$ cat src/rtl/coproc_arbiter.sv
`timescale 1ns/1ps
`default_nettype none
// ============================================================================
//  Module      : coproc_arbiter
//  Description : Round-robin arbiter that merges the CPU logic-engine and
//                Python service channels onto one downstream service port.
//                Each request becomes one downstream transaction. A
//                saturating counter records the cycles spent in BUSY.
//                Optional watchdog abort is enabled by defining the macro
//                COPROC_TIMEOUT_EN.
//  Revision    : 1.0 - initial release
// ============================================================================

module coproc_arbiter #(
    parameter int          TIMEOUT_CYCLES = 64,
    parameter logic [31:0] TIMEOUT_DATA   = 32'hFFFF_FFFF
) (
    input  logic        clk,
    input  logic        rst_n,
    input  logic        logic_req,
    input  logic [31:0] logic_addr,
    output logic        logic_ack,
    output logic [31:0] logic_data,
    input  logic        py_req,
    input  logic [31:0] py_code_addr,
    output logic        py_ack,
    output logic [31:0] py_result,
    output logic        svc_req,
    output logic        svc_sel,
    output logic [31:0] svc_addr,
    input  logic        svc_ack,
    input  logic [31:0] svc_data,
    input  logic        clr_err,
    output logic [1:0]  err_timeout,
    output logic        busy,
    output logic [31:0] busy_cycles
);

    typedef enum logic [1:0] {
        ST_IDLE = 2'd0,
        ST_BUSY = 2'd1,
        ST_RESP = 2'd2
    } state_t;

    // svc_sel / last-grant encoding
    localparam logic c_SEL_PY = 1'b1;

    state_t      r_state;
    state_t      w_state_nxt;

    logic        r_svc_req;
    logic        r_svc_sel;
    logic [31:0] r_svc_addr;
    logic        r_logic_ack;
    logic        r_py_ack;
    logic [31:0] r_logic_data;
    logic [31:0] r_py_result;
    logic [31:0] r_busy_cycles;
    logic        r_last_grant;
    logic [1:0]  r_mask;

    logic [1:0]  w_req_m;
    logic        w_grant_py;
    logic        w_grant;
    logic        w_capture;
    logic        w_abort;
    logic        w_wd_expired;
    logic        w_done;
    logic [31:0] w_ret_data;

    // Requests seen in IDLE; a channel acked last cycle may still hold its
    // request for one cycle, so it is masked out to avoid a double grant.
    assign w_req_m    = {py_req, logic_req} & ~r_mask;
    assign w_grant_py = (&w_req_m) ? ~r_last_grant : w_req_m[1];
    assign w_done     = w_capture | w_abort;

`ifdef COPROC_TIMEOUT_EN
    localparam logic [15:0] c_WD_LAST = 16'(TIMEOUT_CYCLES - 1);

    logic [15:0] r_wd;
    logic [1:0]  r_err;
    logic [1:0]  w_err_set;

    assign w_wd_expired = (r_wd == c_WD_LAST);
    assign w_ret_data   = w_abort ? TIMEOUT_DATA : svc_data;
    assign w_err_set    = {w_abort & r_svc_sel, w_abort & ~r_svc_sel};
    assign err_timeout  = r_err;

    // Watchdog: restarts on every grant and counts cycles spent in BUSY
    always_ff @(posedge clk) begin
        if (!rst_n) begin
            r_wd <= 16'd0;
        end else if (w_grant) begin
            r_wd <= 16'd0;
        end else if (r_state == ST_BUSY) begin
            r_wd <= r_wd + 16'd1;
        end
    end

    // Sticky abort flags; a new abort on the same edge beats clr_err
    always_ff @(posedge clk) begin
        if (!rst_n) begin
            r_err <= 2'b00;
        end else begin
            r_err <= (clr_err ? 2'b00 : r_err) | w_err_set;
        end
    end
`else
    logic w_unused_cfg;

    assign w_wd_expired = 1'b0;
    assign w_ret_data   = svc_data;
    assign err_timeout  = 2'b00;
    assign w_unused_cfg = ^{clr_err, TIMEOUT_DATA, TIMEOUT_CYCLES};
`endif

    // FSM state register
    always_ff @(posedge clk) begin
        if (!rst_n) begin
            r_state <= ST_IDLE;
        end else begin
            r_state <= w_state_nxt;
        end
    end

    // Next-state and transaction strobes; downstream ack beats the watchdog
    always_comb begin
        w_state_nxt = r_state;
        w_grant     = 1'b0;
        w_capture   = 1'b0;
        w_abort     = 1'b0;
        case (r_state)
            ST_IDLE: begin
                if (|w_req_m) begin
                    w_grant     = 1'b1;
                    w_state_nxt = ST_BUSY;
                end
            end
            ST_BUSY: begin
                if (svc_ack) begin
                    w_capture   = 1'b1;
                    w_state_nxt = ST_RESP;
                end else if (w_wd_expired) begin
                    w_abort     = 1'b1;
                    w_state_nxt = ST_RESP;
                end
            end
            ST_RESP: begin
                w_state_nxt = ST_IDLE;
            end
            default: begin
                w_state_nxt = ST_IDLE;
            end
        endcase
    end

    // Grant latching, result capture, ack pulses and the ack mask
    always_ff @(posedge clk) begin
        if (!rst_n) begin
            r_svc_req    <= 1'b0;
            r_svc_sel    <= 1'b0;
            r_svc_addr   <= 32'd0;
            r_logic_ack  <= 1'b0;
            r_py_ack     <= 1'b0;
            r_logic_data <= 32'd0;
            r_py_result  <= 32'd0;
            r_last_grant <= c_SEL_PY;
            r_mask       <= 2'b00;
        end else begin
            r_logic_ack <= w_done & ~r_svc_sel;
            r_py_ack    <= w_done & r_svc_sel;
            r_mask      <= {r_py_ack, r_logic_ack};
            if (w_grant) begin
                r_svc_req    <= 1'b1;
                r_svc_sel    <= w_grant_py;
                r_svc_addr   <= w_grant_py ? py_code_addr : logic_addr;
                r_last_grant <= w_grant_py;
            end
            if (w_done) begin
                r_svc_req <= 1'b0;
                if (r_svc_sel == c_SEL_PY) begin
                    r_py_result <= w_ret_data;
                end else begin
                    r_logic_data <= w_ret_data;
                end
            end
        end
    end

    // Saturating count of cycles spent in BUSY
    always_ff @(posedge clk) begin
        if (!rst_n) begin
            r_busy_cycles <= 32'd0;
        end else if ((r_state == ST_BUSY) && (r_busy_cycles != 32'hFFFF_FFFF)) begin
            r_busy_cycles <= r_busy_cycles + 32'd1;
        end
    end

    assign svc_req     = r_svc_req;
    assign svc_sel     = r_svc_sel;
    assign svc_addr    = r_svc_addr;
    assign logic_ack   = r_logic_ack;
    assign py_ack      = r_py_ack;
    assign logic_data  = r_logic_data;
    assign py_result   = r_py_result;
    assign busy        = (r_state != ST_IDLE);
    assign busy_cycles = r_busy_cycles;

endmodule

`default_nettype wire

$ cat config.mk
export PLATFORM = sky130hd
export DESIGN_NAME = coproc_arbiter
export DESIGN_NICKNAME = d
export VERILOG_FILES = /design/src/rtl/coproc_arbiter.sv
export SDC_FILE = /design/constraint.sdc
export NUM_CORES = 1
export LEC_CHECK = 0
export ABC_AREA = 1
export BUFFER_PORTS_ARGS = -buffer_cell sky130_fd_sc_hd__buf_2
export CAP_MARGIN = 25
export CORE_MARGIN = 10
export CORE_UTILIZATION = 45
export CTS_BUF_LIST = sky130_fd_sc_hd__clkbuf_4
export DETAILED_ROUTE_END_ITERATION = 10
export GPL_ROUTABILITY_DRIVEN = 0
export PLACE_DENSITY_LB_ADDON = 0.3
export SYNTH_ARGS = -nofsm -noshare
export SYNTH_HDL_FRONTEND = slang
export SYNTH_SLANG_ARGS = --single-unit
$ cat constraint.sdc
create_clock -name clk -period 1.72 [get_ports clk]
set_clock_uncertainty 0.05 [all_clocks]
set_input_delay 0.172 -clock clk [delete_from_list [all_inputs] [get_ports clk]]
set_output_delay 0.172 -clock clk [all_outputs]
set_load 0.01 [all_outputs]
==> impl_metrics.csv, run 1 <==
group,metric,value,unit
worst_setup_path,max_stage_delay,0.45,ns
detailed_routing,drcViolationCount,0,
detailed_routing,vias_per_cell,5.11,
detailed_routing,dr_total_vias,7133,
run_status,status,"completed",
cts,numClockSinks,137,
worst_setup_path,crit_type,"flop to flop",
worst_setup_path,crit_family,"simple AND/OR/NAND/NOR gates",
worst_setup_path,critPathLaunchType,"flop",
sta,setup_violations,0,
worst_setup_path,critPathBufInv,1,
synthesis,synthesis.instances,853,
floorplanning,die-height,135,um
hold_path,hold_depth,4,
pwr,combinationalPowerShare,0.183,
global_route,antenna_found_initial,8,
worst_setup_path,ff2ff_path_depth,10,
worst_setup_path,crit_fanout,29,
pwr,p_switching,2000,uW
synthesis,synth-edff-count,0,
pwr,switching_share,0.295,
synthesis,synth_ff_type,"dfxtp_1",
finish,final_cell_mix,"233 x buf_2, 191 x nand2_1, 141 x nor2_1, 125 x dfxtp_1, 101 x dlygate4sd3_1",
synthesis,netlist_area,5990,um2
placement,place_inst,1250,
finish,nFillCells,1112,
synthesis,yosysSeqAreaShare,0.458,
floorplanning,design.core.area,13100,um2
finish,multiInputGateArea,2840,um2
worst_setup_path,rrSetupSlack,0.08,ns
cts,root_buffer,"clkbuf_4",
synthesis,yosysWarningCount,0,
global_route,grt-ovfl-total,0,
hold_path,hp-class,"input pin to flop",
global_route,grt_usage,0.237,
finish,drive_above_1_share,0.291,
floorplanning,io_pins,237,
cts,clockBufferDepth,2,
worst_setup_path,end_kind,"flop",
finish,design_area,8900,um2
pwr,intPower,4780,uW
worst_setup_path,worstReg2RegEnd,"busy_cycles[11]",
cts,htree_levels,4,
worst_setup_path,crit_arrival,2.06,ns
detailed_routing,routedWlPerCell,15.9,um
worst_setup_path,cp.required,2.14,ns
synthesis,synthArstFlopShare,0,
finish,instances_no_fill,1397,
detailed_routing,drt-met1-wl,8380,um
sta,worst_slack,0.0780,ns
floorplanning,start_util,0.456,
global_route,grt_pass1_vias,6999,
sta,finalMaxSlewViolations,0,
detailed_routing,drt_wl_total,22200,um
job,max_cap_violations,0,
floorplanning,die_w,135,um
sta,fin_crit,1.64,ns
detailed_routing,ant_nets,0,
sta,grt_setup_unrepaired,"true",
detailed_routing,drt_iter0_drc,458,
finish,ff_latch_area,2760,um2
worst_setup_path,path_common_cell,"nand2_1",
worst_setup_path,critPathSlowestCell,"dfxtp_1",
placement,dp.final_hpwl,14400,um
cts,cts_buffers,17,
placement,place_ws,0.0134,ns
sta,fmax,0.609,GHz
global_route,grt_max_degree,67,
cts,clk_pin_slew,0.12,ns
placement,placed_area,7490,um2
sta,finalHoldViolations,0,
detailed_routing,dr.pass1.iters,6,
synthesis,ys_seq_elements,137,
pwr,clkPwrFrac,0.311,
floorplanning,die-area,18300,um2
pwr,powerDensity,762,nW/um2
placement,port_buffers,233,
cts,cts_tree,"yes",
finish,fin_nets,1299,
sta,fin_crit_sh,0.955,
hold_path,min_from,"svc_data[13]",
hold_path,hold_end,"logic_data[13]",
pwr,peakVddDrop,0.596,mV
detailed_routing,routed.top_layer,"met4",
pwr,power.static_leakage,0.00432,uW
global_route,grt_pass1_wl,34900,um
synthesis,avgSynthCellArea,7.03,um2
detailed_routing,dr_wl_met2,10900,um
finish,syn_to_final_growth,48.5,%
worst_setup_path,cp_cell_sequence,"nand2_1 -> nor2_4 -> nand2_4 -> nor2_8 -> nand2_2 -> buf_12 -> nand2_1 -> nand2_1 -> nand2_1 -> nor2_1",
worst_setup_path,worstReg2RegStart,"busy_cycles[12]",
finish,final_common_cell,"buf_2",
floorplanning,core.rowCount,42,
pwr,p_seq_frac,0.506,
synthesis,synth_cell_types,29,
cts,clk_latency,0.57,ns
detailed_routing,wl_met3,1830,um
-- layer usage --
metal / up-vias / track usage
li1: 3468 / -
met1: 3250 / 0.251
met4: 0 / 0.142
met5: - / 0
met2: 323 / 0.388
met3: 92 / 0.0983
-- Yosys cell counts, types with 3 or more instances --
library cell,number,share of area
nor2_2,5,0.0052
o211ai_1,32,0.040
buf_1,4,0.0025
nand3_1,99,0.083
clkbuf_1,31,0.019
o21ai_1,5,0.0042
a21oi_2,9,0.013
nand2_2,4,0.0042
nor2_1,145,0.091
nand2_1,193,0.12
nor2_4,3,0.0056
nor3_1,4,0.0033
inv_1,63,0.039
o21ai_0,30,0.025
dfxtp_1,137,0.46
buf_2,12,0.010
nand4_1,9,0.0094
a21oi_1,53,0.044
-- through the flow --
| step | power [uW] | setup TNS [ns] | hold WS, ns | utilization |
|---|---|---|---|---|
| 2_1_floorplan | 4050 | 0 | 0.257 | - |
| 3_3_place_gp | 4500 | 0 | 0.362 | 0.570 |
| 3_5_place_dp | 4520 | 0 | 0.370 | 0.570 |
| 4_1_cts | 6790 | 0 | 0.271 | 0.669 |
| 5_1_grt | 7100 | -0.0247 | 0.290 | 0.676 |
| 6_report | 6780 | 0 | 0.324 | 0.677 |
-- worst min-delay path: cells and delay by family --
family	cells	cell delay, ns
buffers and inverters	2	0.63
AND/OR/NAND/NOR	2	0.12
-- cell families (layout without fill, tap and decap cells) --
family / after synthesis / count (layout) / share of synthesized area
adder cells (fa/ha/maj): 1 / 1 / 0.00209
other: 1 / 15 / 0.000626
flip-flops: 137 / 137 / 0.458
AND/OR/NAND/NOR: 467 / 468 / 0.332
AO/OA/AOI/OAI: 130 / 130 / 0.128
buffers and inverters: 117 / 470 / 0.0795
-- power by group through the flow --
stage	clock network, uW	registers, uW	logic, uW
final	2110	3430	1240
after global routing	2290	3450	1360
after CTS	2160	3430	1210
after detailed placement	0	3500	1020
after global placement	0	3490	1010
after floorplan	0	3580	472
-- flip-flops by register name (all words and copies together), names as in the netlist, 2 cells and up --
register / count
r_state: 2
busy_cycles: 32
logic_data: 32
r_mask: 2
py_result: 32
svc_addr: 32
-- final cells by class --
cell class              instances  share of cell area
multi-input cells             601               0.319
flip-flops and latches        137               0.310
repair buffers                373               0.284
inverters                      66              0.0278
well taps                     176              0.0247
clock buffers                  19              0.0160
clock inverters                12              0.0143
diodes                         13             0.00366
-- worst max-delay path by stage --
stage	startpoint	end	slack [ns]	depth (start not counted)
final	busy_cycles[12]	busy_cycles[11]	0.08	10
after CTS	busy_cycles[0]	busy_cycles[0]	0.01	10
after global routing	busy_cycles[0]	busy_cycles[4]	-0.01	10
after global placement	busy_cycles[0]	busy_cycles[25]	0.07	8
after floorplan	busy_cycles[0]	busy_cycles[2]	0.07	10
after detailed placement	busy_cycles[0]	busy_cycles[28]	0.01	8
-- repair_timing --
item | 4_1_cts | 5_1_grt
hold buffers | 101 | 0
hold endpoints to repair | 102 | 0
setup buffers | 0 | 1
pin swaps | 0 | 2
setup endpoints to repair | 9 | 35
resized for setup | 1 | 25
gates cloned | 1 | 0
Note: power is estimated with default switching activity, not from simulation.
==> run 2, diff against run 1 <==
--- a/config.mk
+++ b/config.mk
@@ -13,7 +13,9 @@
 export CTS_BUF_LIST = sky130_fd_sc_hd__clkbuf_4
 export DETAILED_ROUTE_END_ITERATION = 10
 export GPL_ROUTABILITY_DRIVEN = 0
+export GPL_TIMING_DRIVEN = 1
 export PLACE_DENSITY_LB_ADDON = 0.3
+export SETUP_SLACK_MARGIN = 0.5
 export SYNTH_ARGS = -nofsm -noshare
 export SYNTH_HDL_FRONTEND = slang
 export SYNTH_SLANG_ARGS = --single-unit
==> impl_metrics.csv, run 2 <==
group,metric,value,unit
floorplanning,die_w,135,um
synthesis,netlist_top_cells_count,"193 x nand2_1, 145 x nor2_1, 137 x dfxtp_1",
synthesis,synth_top_area_share,0.458,
synthesis,avgSynthCellArea,7.03,um2
floorplanning,core.rowCount,42,
synthesis,synth_area_leader_cell,"dfxtp_1",
synthesis,synth.area.top_cells,"dfxtp_1 46%, nand2_1 12%, nor2_1 9.1%, nand3_1 8.3%, a21oi_1 4.4%",
synthesis,synthesis.instances,853,
floorplanning,die-height,135,um
synthesis,yosysWarningCount,0,
cts,clockBufferDepth,2,
cts,root_buffer,"clkbuf_4",
cts,htree_levels,4,
sta,endpoint_type,"sequential cell input",
sta,crit_endpoint,"busy_cycles[14]$_SDFFE_PN0P_/D",
global_route,grt_max_degree,60,
synthesis,synth_ff_type,"dfxtp_1",
global_route,grt-ovfl-total,798,
synthesis,synth_cell_types,29,
synthesis,ys_seq_elements,137,
synthesis,netlist_area,5990,um2
global_route,antenna_found_initial,14,
cts,numClockSinks,137,
synthesis,synthMostInstantiatedCell,"nand2_1",
cts,cts_buffers,17,
run_status,failed_stage,"5_1_grt",
placement,dp.final_hpwl,14500,um
synthesis,synth-edff-count,0,
synthesis,yosysSeqAreaShare,0.458,
global_route,grt_usage,0.835,
synthesis,synthArstFlopShare,0,
floorplanning,io_pins,237,
placement,port_buffers,233,
run_status,error,"[ERROR GRT-0232] Routing congestion too high. Check the congestion heatmap in the GUI.",
floorplanning,start_util,0.456,
run_status,status,"did not finish",
run 2: logic make-up after synthesis:
| group | count (synthesis) | synth area share |
|---|---|---|
| buffers and inverters | 117 | 0.0795 |
| other | 1 | 0.000626 |
| AND/OR/NAND/NOR | 467 | 0.332 |
| adder cells (fa/ha/maj) | 1 | 0.00209 |
| flip-flops | 137 | 0.458 |
| AO/OA/AOI/OAI | 130 | 0.128 |
run 2: metrics by stage:
| stage | instances | setup slack, ns | cell area [um2] | hold slack, ns |
|---|---|---|---|---|
| CTS | 1503 | 0.152 | 11900 | 0.00805 |
| detailed placement | 1266 | 0.0401 | 7710 | 0.369 |
| global placement | 1266 | 0.0659 | 7710 | 0.364 |
| floorplan | 854 | 0.160 | 6190 | 0.257 |
run 2: repair_timing:
action                                  4_1_cts
endpoints found under the hold margin        98
hold buffers                                 99
gates resized for setup                     511
gates cloned                                 17
buffers inserted                             89
endpoints found under the setup margin      266
pin swaps                                    67
run 2: routing by layer:
metal  overflow  GRT usage
met3          6      0.649
met2        532       1.06
met4        256      0.999
met5          0      0.213
met1          4      0.752
==> run 3, diff against run 2 <==
--- a/config.mk
+++ b/config.mk
@@ -9,13 +9,11 @@
 export BUFFER_PORTS_ARGS = -buffer_cell sky130_fd_sc_hd__buf_2
 export CAP_MARGIN = 25
 export CORE_MARGIN = 10
-export CORE_UTILIZATION = 45
-export CTS_BUF_LIST = sky130_fd_sc_hd__clkbuf_4
+export CORE_UTILIZATION = 40
 export DETAILED_ROUTE_END_ITERATION = 10
 export GPL_ROUTABILITY_DRIVEN = 0
 export GPL_TIMING_DRIVEN = 1
-export PLACE_DENSITY_LB_ADDON = 0.3
-export SETUP_SLACK_MARGIN = 0.5
+export PLACE_DENSITY_LB_ADDON = 0.15
 export SYNTH_ARGS = -nofsm -noshare
 export SYNTH_HDL_FRONTEND = slang
 export SYNTH_SLANG_ARGS = --single-unit
==> constraint.sdc (replaced) <==
create_clock -name clk -period 2.2 [get_ports clk]
set_clock_uncertainty 0.05 [all_clocks]
set_input_delay 0.22 -clock clk [delete_from_list [all_inputs] [get_ports clk]]
set_output_delay 0.22 -clock clk [all_outputs]
set_load 0.01 [all_outputs]
==> impl_metrics.csv, run 3 (synthesis results as in run 1) <==
group,metric,value,unit
cts,cts_resized,0,
detailed_routing,dr.pass1.iters,5,
sta,fin_tns_setup,0,ns
worst_setup_path,crit_end,"busy_cycles[29]",
floorplanning,die-height,142,um
sta,hold_ws,0.0179,ns
worst_setup_path,rrSetupSlack,0.26,ns
detailed_routing,drt-met1-wl,8250,um
cts,clk_latency,0.41,ns
sta,finalHoldViolations,0,
worst_setup_path,max_stage_delay,0.41,ns
global_route,grt_pass1_vias,6067,
worst_setup_path,worstReg2RegStart,"busy_cycles[0]",
finish,ff_latch_area,2740,um2
floorplanning,die-area,20300,um2
pwr,switching_share,0.256,
floorplanning,die_w,142,um
pwr,intPower,4920,uW
worst_setup_path,cp.required,2.45,ns
sta,fin_crit,1.94,ns
detailed_routing,vias_per_cell,4.88,
floorplanning,io_pins,237,
cts,clockBufferDepth,2,
pwr,clkPwrFrac,0.471,
detailed_routing,dr_total_vias,6325,
detailed_routing,routedWlPerCell,15.3,um
detailed_routing,dr_wl_met2,9870,um
finish,fin_nets,1201,
cts,numClockSinks,137,
detailed_routing,routed.top_layer,"met4",
global_route,grt_max_degree,82,
worst_setup_path,critPathSlowestCell,"dfxtp_1",
sta,tightest_slew,0.604,ns
cts,clk_pin_slew,0.06,ns
global_route,grt_pass1_wl,30700,um
floorplanning,start_util,0.411,
detailed_routing,wl_met3,1410,um
sta,fin_crit_sh,0.881,
cts,htree_levels,4,
worst_setup_path,worstReg2RegEnd,"busy_cycles[29]",
run_status,status,"completed",
global_route,grt_usage,0.185,
cts,cts_setup_buffers,0,
global_route,grt-ovfl-total,0,
pwr,peakVddDrop,0.545,mV
worst_setup_path,cp_cell_sequence,"ha_1 -> nand2_1 -> nor2_4 -> nand2_4 -> nor2_8 -> nand2_2 -> buf_4 -> a21oi_1 -> nor2_1",
pwr,combinationalPowerShare,0.123,
detailed_routing,drcViolationCount,0,
sta,grt_setup_unrepaired,"false",
hold_path,hp-class,"input pin to flop",
floorplanning,design.core.area,14600,um2
finish,nFillCells,1436,
cts,hold_buffers,26,
pwr,p_seq_frac,0.406,
worst_setup_path,ff2ff_path_depth,9,
worst_setup_path,critPathLaunchType,"flop",
pwr,p_switching,1690,uW
finish,multiInputGateArea,2780,um2
detailed_routing,ant_nets,0,
worst_setup_path,crit_fanout,12,
detailed_routing,drt_iter0_drc,312,
cts,cts_buffers,17,
sta,setup_violations,0,
cts,cts_tree,"yes",
job,max_cap_violations,0,
detailed_routing,drt_wl_total,19800,um
finish,final_common_cell,"buf_2",
global_route,antenna_found_initial,0,
finish,postLayoutCoreUtil,0.565,
pwr,powerDensity,802,nW/um2
sta,slew_headroom,0.597,
worst_setup_path,crit_path_start,"busy_cycles[0]",
pwr,power.static_leakage,0.00405,uW
cts,root_buffer,"clkbuf_16",
finish,drive_above_1_share,0.277,
sta,fmax,0.516,GHz
sta,finalMaxSlewViolations,0,
worst_setup_path,crit_type,"flop to flop",
worst_setup_path,crit_arrival,2.19,ns
worst_setup_path,end_kind,"flop",
placement,port_buffers,233,
finish,diodes,0,
finish,syn_to_final_growth,37.4,%
floorplanning,core.rowCount,44,
placement,dp.final_hpwl,14100,um
finish,final_cell_mix,"233 x buf_2, 193 x nand2_1, 145 x nor2_1, 137 x dfxtp_1, 99 x nand3_1",
## run 3: per-layer routing
metal  track usage  vias up
met5             0        -
met1         0.216     2876
li1              -     3255
met2         0.309      175
met4        0.0596        0
met3        0.0678       19
## run 3: layout make-up
type                    instances  area share
clock buffers                  19      0.0550
clock inverters                13      0.0232
inverters                      66      0.0301
multi-input cells             600       0.337
flip-flops and latches        137       0.333
well taps                     184      0.0280
repair buffers                276       0.194
## run 3: worst min path at each step
| stage | from | to | slack, ns | cells after the start |
|---|---|---|---|---|
| floorplan | svc_data[21] | logic_data[21] | 0.30 | 2 |
| global route | svc_data[19] | logic_data[19] | 0.02 | 3 |
| detailed placement | logic_ack | r_mask[0] | 0.38 | 2 |
| finish | svc_data[11] | logic_data[11] | 0.02 | 3 |
| CTS | svc_data[26] | logic_data[26] | 0.002 | 3 |
| global placement | logic_ack | r_mask[0] | 0.37 | 2 |
## run 3: per-stage QoR
step / setup slack (ns) / power, uW / cell area, um2 / cells
global placement: 0.337 / 3510 / 7320 / 1236
floorplan: 0.477 / 3170 / 6000 / 854
global route: 0.0895 / 6880 / 8240 / 1295
CTS: 0.259 / 6680 / 8230 / 1294
detailed placement: 0.277 / 3520 / 7320 / 1236
finish: 0.261 / 6610 / 8240 / 1295
## run 3: power groups by stage
stage / Sequential (uW) / Clock [uW] / Combinational [uW]
after floorplan: 2800 / 0 / 369
after global placement: 2730 / 0 / 781
after detailed placement: 2730 / 0 / 785
after CTS: 2680 / 3180 / 824
after global routing: 2700 / 3290 / 901
final: 2680 / 3110 / 813
## run 3: critical path, delay by kind of cell, from the launching register on
kind | cells | cell delay (ns)
simple gates | 6 | 0.76
compound gates | 1 | 0.15
flops | 1 | 0.41
fa+ha+maj | 1 | 0.22
buf+inv | 1 | 0.24
==> run 4, diff against run 3 <==
--- a/config.mk
+++ b/config.mk
@@ -7,8 +7,8 @@
 export LEC_CHECK = 0
 export ABC_AREA = 1
 export BUFFER_PORTS_ARGS = -buffer_cell sky130_fd_sc_hd__buf_2
-export CAP_MARGIN = 25
-export CORE_MARGIN = 10
+export CAP_MARGIN = 5
+export CORE_MARGIN = 5
 export CORE_UTILIZATION = 40
 export DETAILED_ROUTE_END_ITERATION = 10
 export GPL_ROUTABILITY_DRIVEN = 0
==> impl_metrics.csv, run 4 (synthesis results as in run 1) <==
group,metric,value,unit
finish,final_common_cell,"buf_2",
cts,cts_buffers,17,
job,max_cap_violations,0,
worst_setup_path,end_kind,"flop",
floorplanning,die-area,17500,um2
pwr,p_switching,1560,uW
sta,grt_setup_unrepaired,"false",
pwr,peakVddDrop,0.481,mV
global_route,antenna_found_initial,1,
detailed_routing,dr.pass1.iters,5,
floorplanning,core.rowCount,44,
cts,cts_tree,"yes",
worst_setup_path,crit_fanout,29,
detailed_routing,vias_per_cell,4.83,
finish,fin_nets,1197,
pwr,power.static_leakage,0.00400,uW
detailed_routing,drt_wl_total,18200,um
sta,slew_headroom,0.593,
placement,port_buffers,233,
finish,syn_to_final_growth,35.7,%
global_route,grt-ovfl-total,0,
sta,finalMaxSlewViolations,0,
hold_path,hp-class,"input pin to flop",
sta,fin_crit,1.87,ns
sta,setup_violations,0,
run_status,status,"completed",
cts,root_buffer,"clkbuf_16",
worst_setup_path,crit_type,"flop to flop",
global_route,grt_pass1_vias,5883,
worst_setup_path,rrSetupSlack,0.33,ns
cts,clk_latency,0.41,ns
finish,diodes,0,
pwr,p_seq_frac,0.422,
detailed_routing,drt_iter0_drc,321,
pwr,clkPwrFrac,0.453,
pwr,powerDensity,782,nW/um2
floorplanning,die_w,132,um
worst_setup_path,critPathLaunchType,"flop",
detailed_routing,dr_total_vias,6221,
sta,finalHoldViolations,0,
pwr,intPower,4800,uW
worst_setup_path,crit_arrival,2.16,ns
sta,tightest_slew,0.609,ns
cts,numClockSinks,137,
sta,hold_ws,0.0227,ns
finish,drive_above_1_share,0.274,
global_route,grt_usage,0.204,
worst_setup_path,cp.required,2.49,ns
floorplanning,die-height,132,um
floorplanning,start_util,0.411,
pwr,combinationalPowerShare,0.126,
global_route,grt_pass1_wl,29600,um
placement,dp.final_hpwl,12800,um
pwr,switching_share,0.246,
sta,fmax,0.536,GHz
sta,fin_tns_setup,0,ns
detailed_routing,ant_nets,0,
detailed_routing,routedWlPerCell,14.1,um
cts,htree_levels,4,
finish,final_cell_mix,"233 x buf_2, 193 x nand2_1, 145 x nor2_1, 137 x dfxtp_1, 99 x nand3_1",
cts,clk_pin_slew,0.06,ns
floorplanning,io_pins,237,
cts,clockBufferDepth,2,
sta,fin_crit_sh,0.848,
global_route,grt_max_degree,67,
detailed_routing,drcViolationCount,0,
floorplanning,design.core.area,14600,um2
run 4: cell count changes in the layout (fill, tap and decap cells not counted):
cell	before	now
buf_12	3	2
clkbuf_1	0	2
clkinvlp_4	3	2
dlygate4sd3_1	27	24
bufinv_16	4	3
clkinv_4	2	1
inv_6	3	0
clkbuf_8	2	3
run 4: layout make-up:
| class | count | area (um2) |
|---|---|---|
| Timing Repair Buffer | 272 | 1540 |
| Clock buffer | 22 | 474 |
| Inverter | 66 | 248 |
| Clock inverter | 7 | 119 |
| Multi-Input combinational cell | 600 | 2780 |
| Tap cell | 184 | 230 |
| Fill cell | 1443 | 6450 |
| Sequential cell | 137 | 2740 |
run 4: final timing paths:
kind | startpoint | end | cells past startpoint
max | busy_cycles[0] | busy_cycles[1] | 10
min | svc_data[7] | logic_data[7] | 3
max reg2reg | busy_cycles[0] | busy_cycles[1] | 10
min reg2reg | logic_ack | r_mask[0] | 2
run 4: per-stage QoR:
| step | setup WS [ns] | instance area, um2 | cells | util | power, uW |
|---|---|---|---|---|---|
| finish | 0.334 | 8140 | 1288 | 0.558 | 6360 |
| global route | 0.0813 | 8140 | 1288 | 0.558 | 6660 |
| CTS | 0.309 | 8140 | 1288 | 0.558 | 6440 |
| detailed placement | 0.344 | 7300 | 1235 | 0.501 | 3510 |
| global placement | 0.391 | 7300 | 1235 | 0.501 | 3500 |
| floorplan | 0.477 | 6000 | 854 | - | 3170 |
run 4: power groups by stage:
stage	combinational, uW	clock, uW	sequential, uW
6_report	800	2880	2680
5_1_grt	893	3070	2700
4_1_cts	814	2950	2680
3_5_place_dp	778	0	2730
3_3_place_gp	771	0	2730
2_1_floorplan	369	0	2800
run 4: critical path: stages, from the launching register on:
cell     delay [ns]
dfxtp_1        0.40
ha_1           0.22
nand2_1        0.12
nor2_4         0.15
nand2_4        0.08
nor2_8         0.14
nand2_2        0.06
buf_4          0.23
nand2_1        0.15
nand2_1        0.06
a21oi_1        0.13
run 4: layer usage:
layer	GRT usage	wire length, um	up-vias	part of all wire
li1	-	-	3239	-
met1	0.245	7680	2788	0.42
met2	0.340	8990	165	0.49
met3	0.0775	1210	27	0.066
met4	0.0628	326	2	0.018
met5	0	13	-	0.00071
run 4: repair_timing:
| action | in CTS | in global routing |
|---|---|---|
| endpoints found under the hold margin | 24 | 0 |
| hold buffers | 24 | 0 |
| buffers inserted | 0 | 0 |
| resized for setup | 0 | 0 |
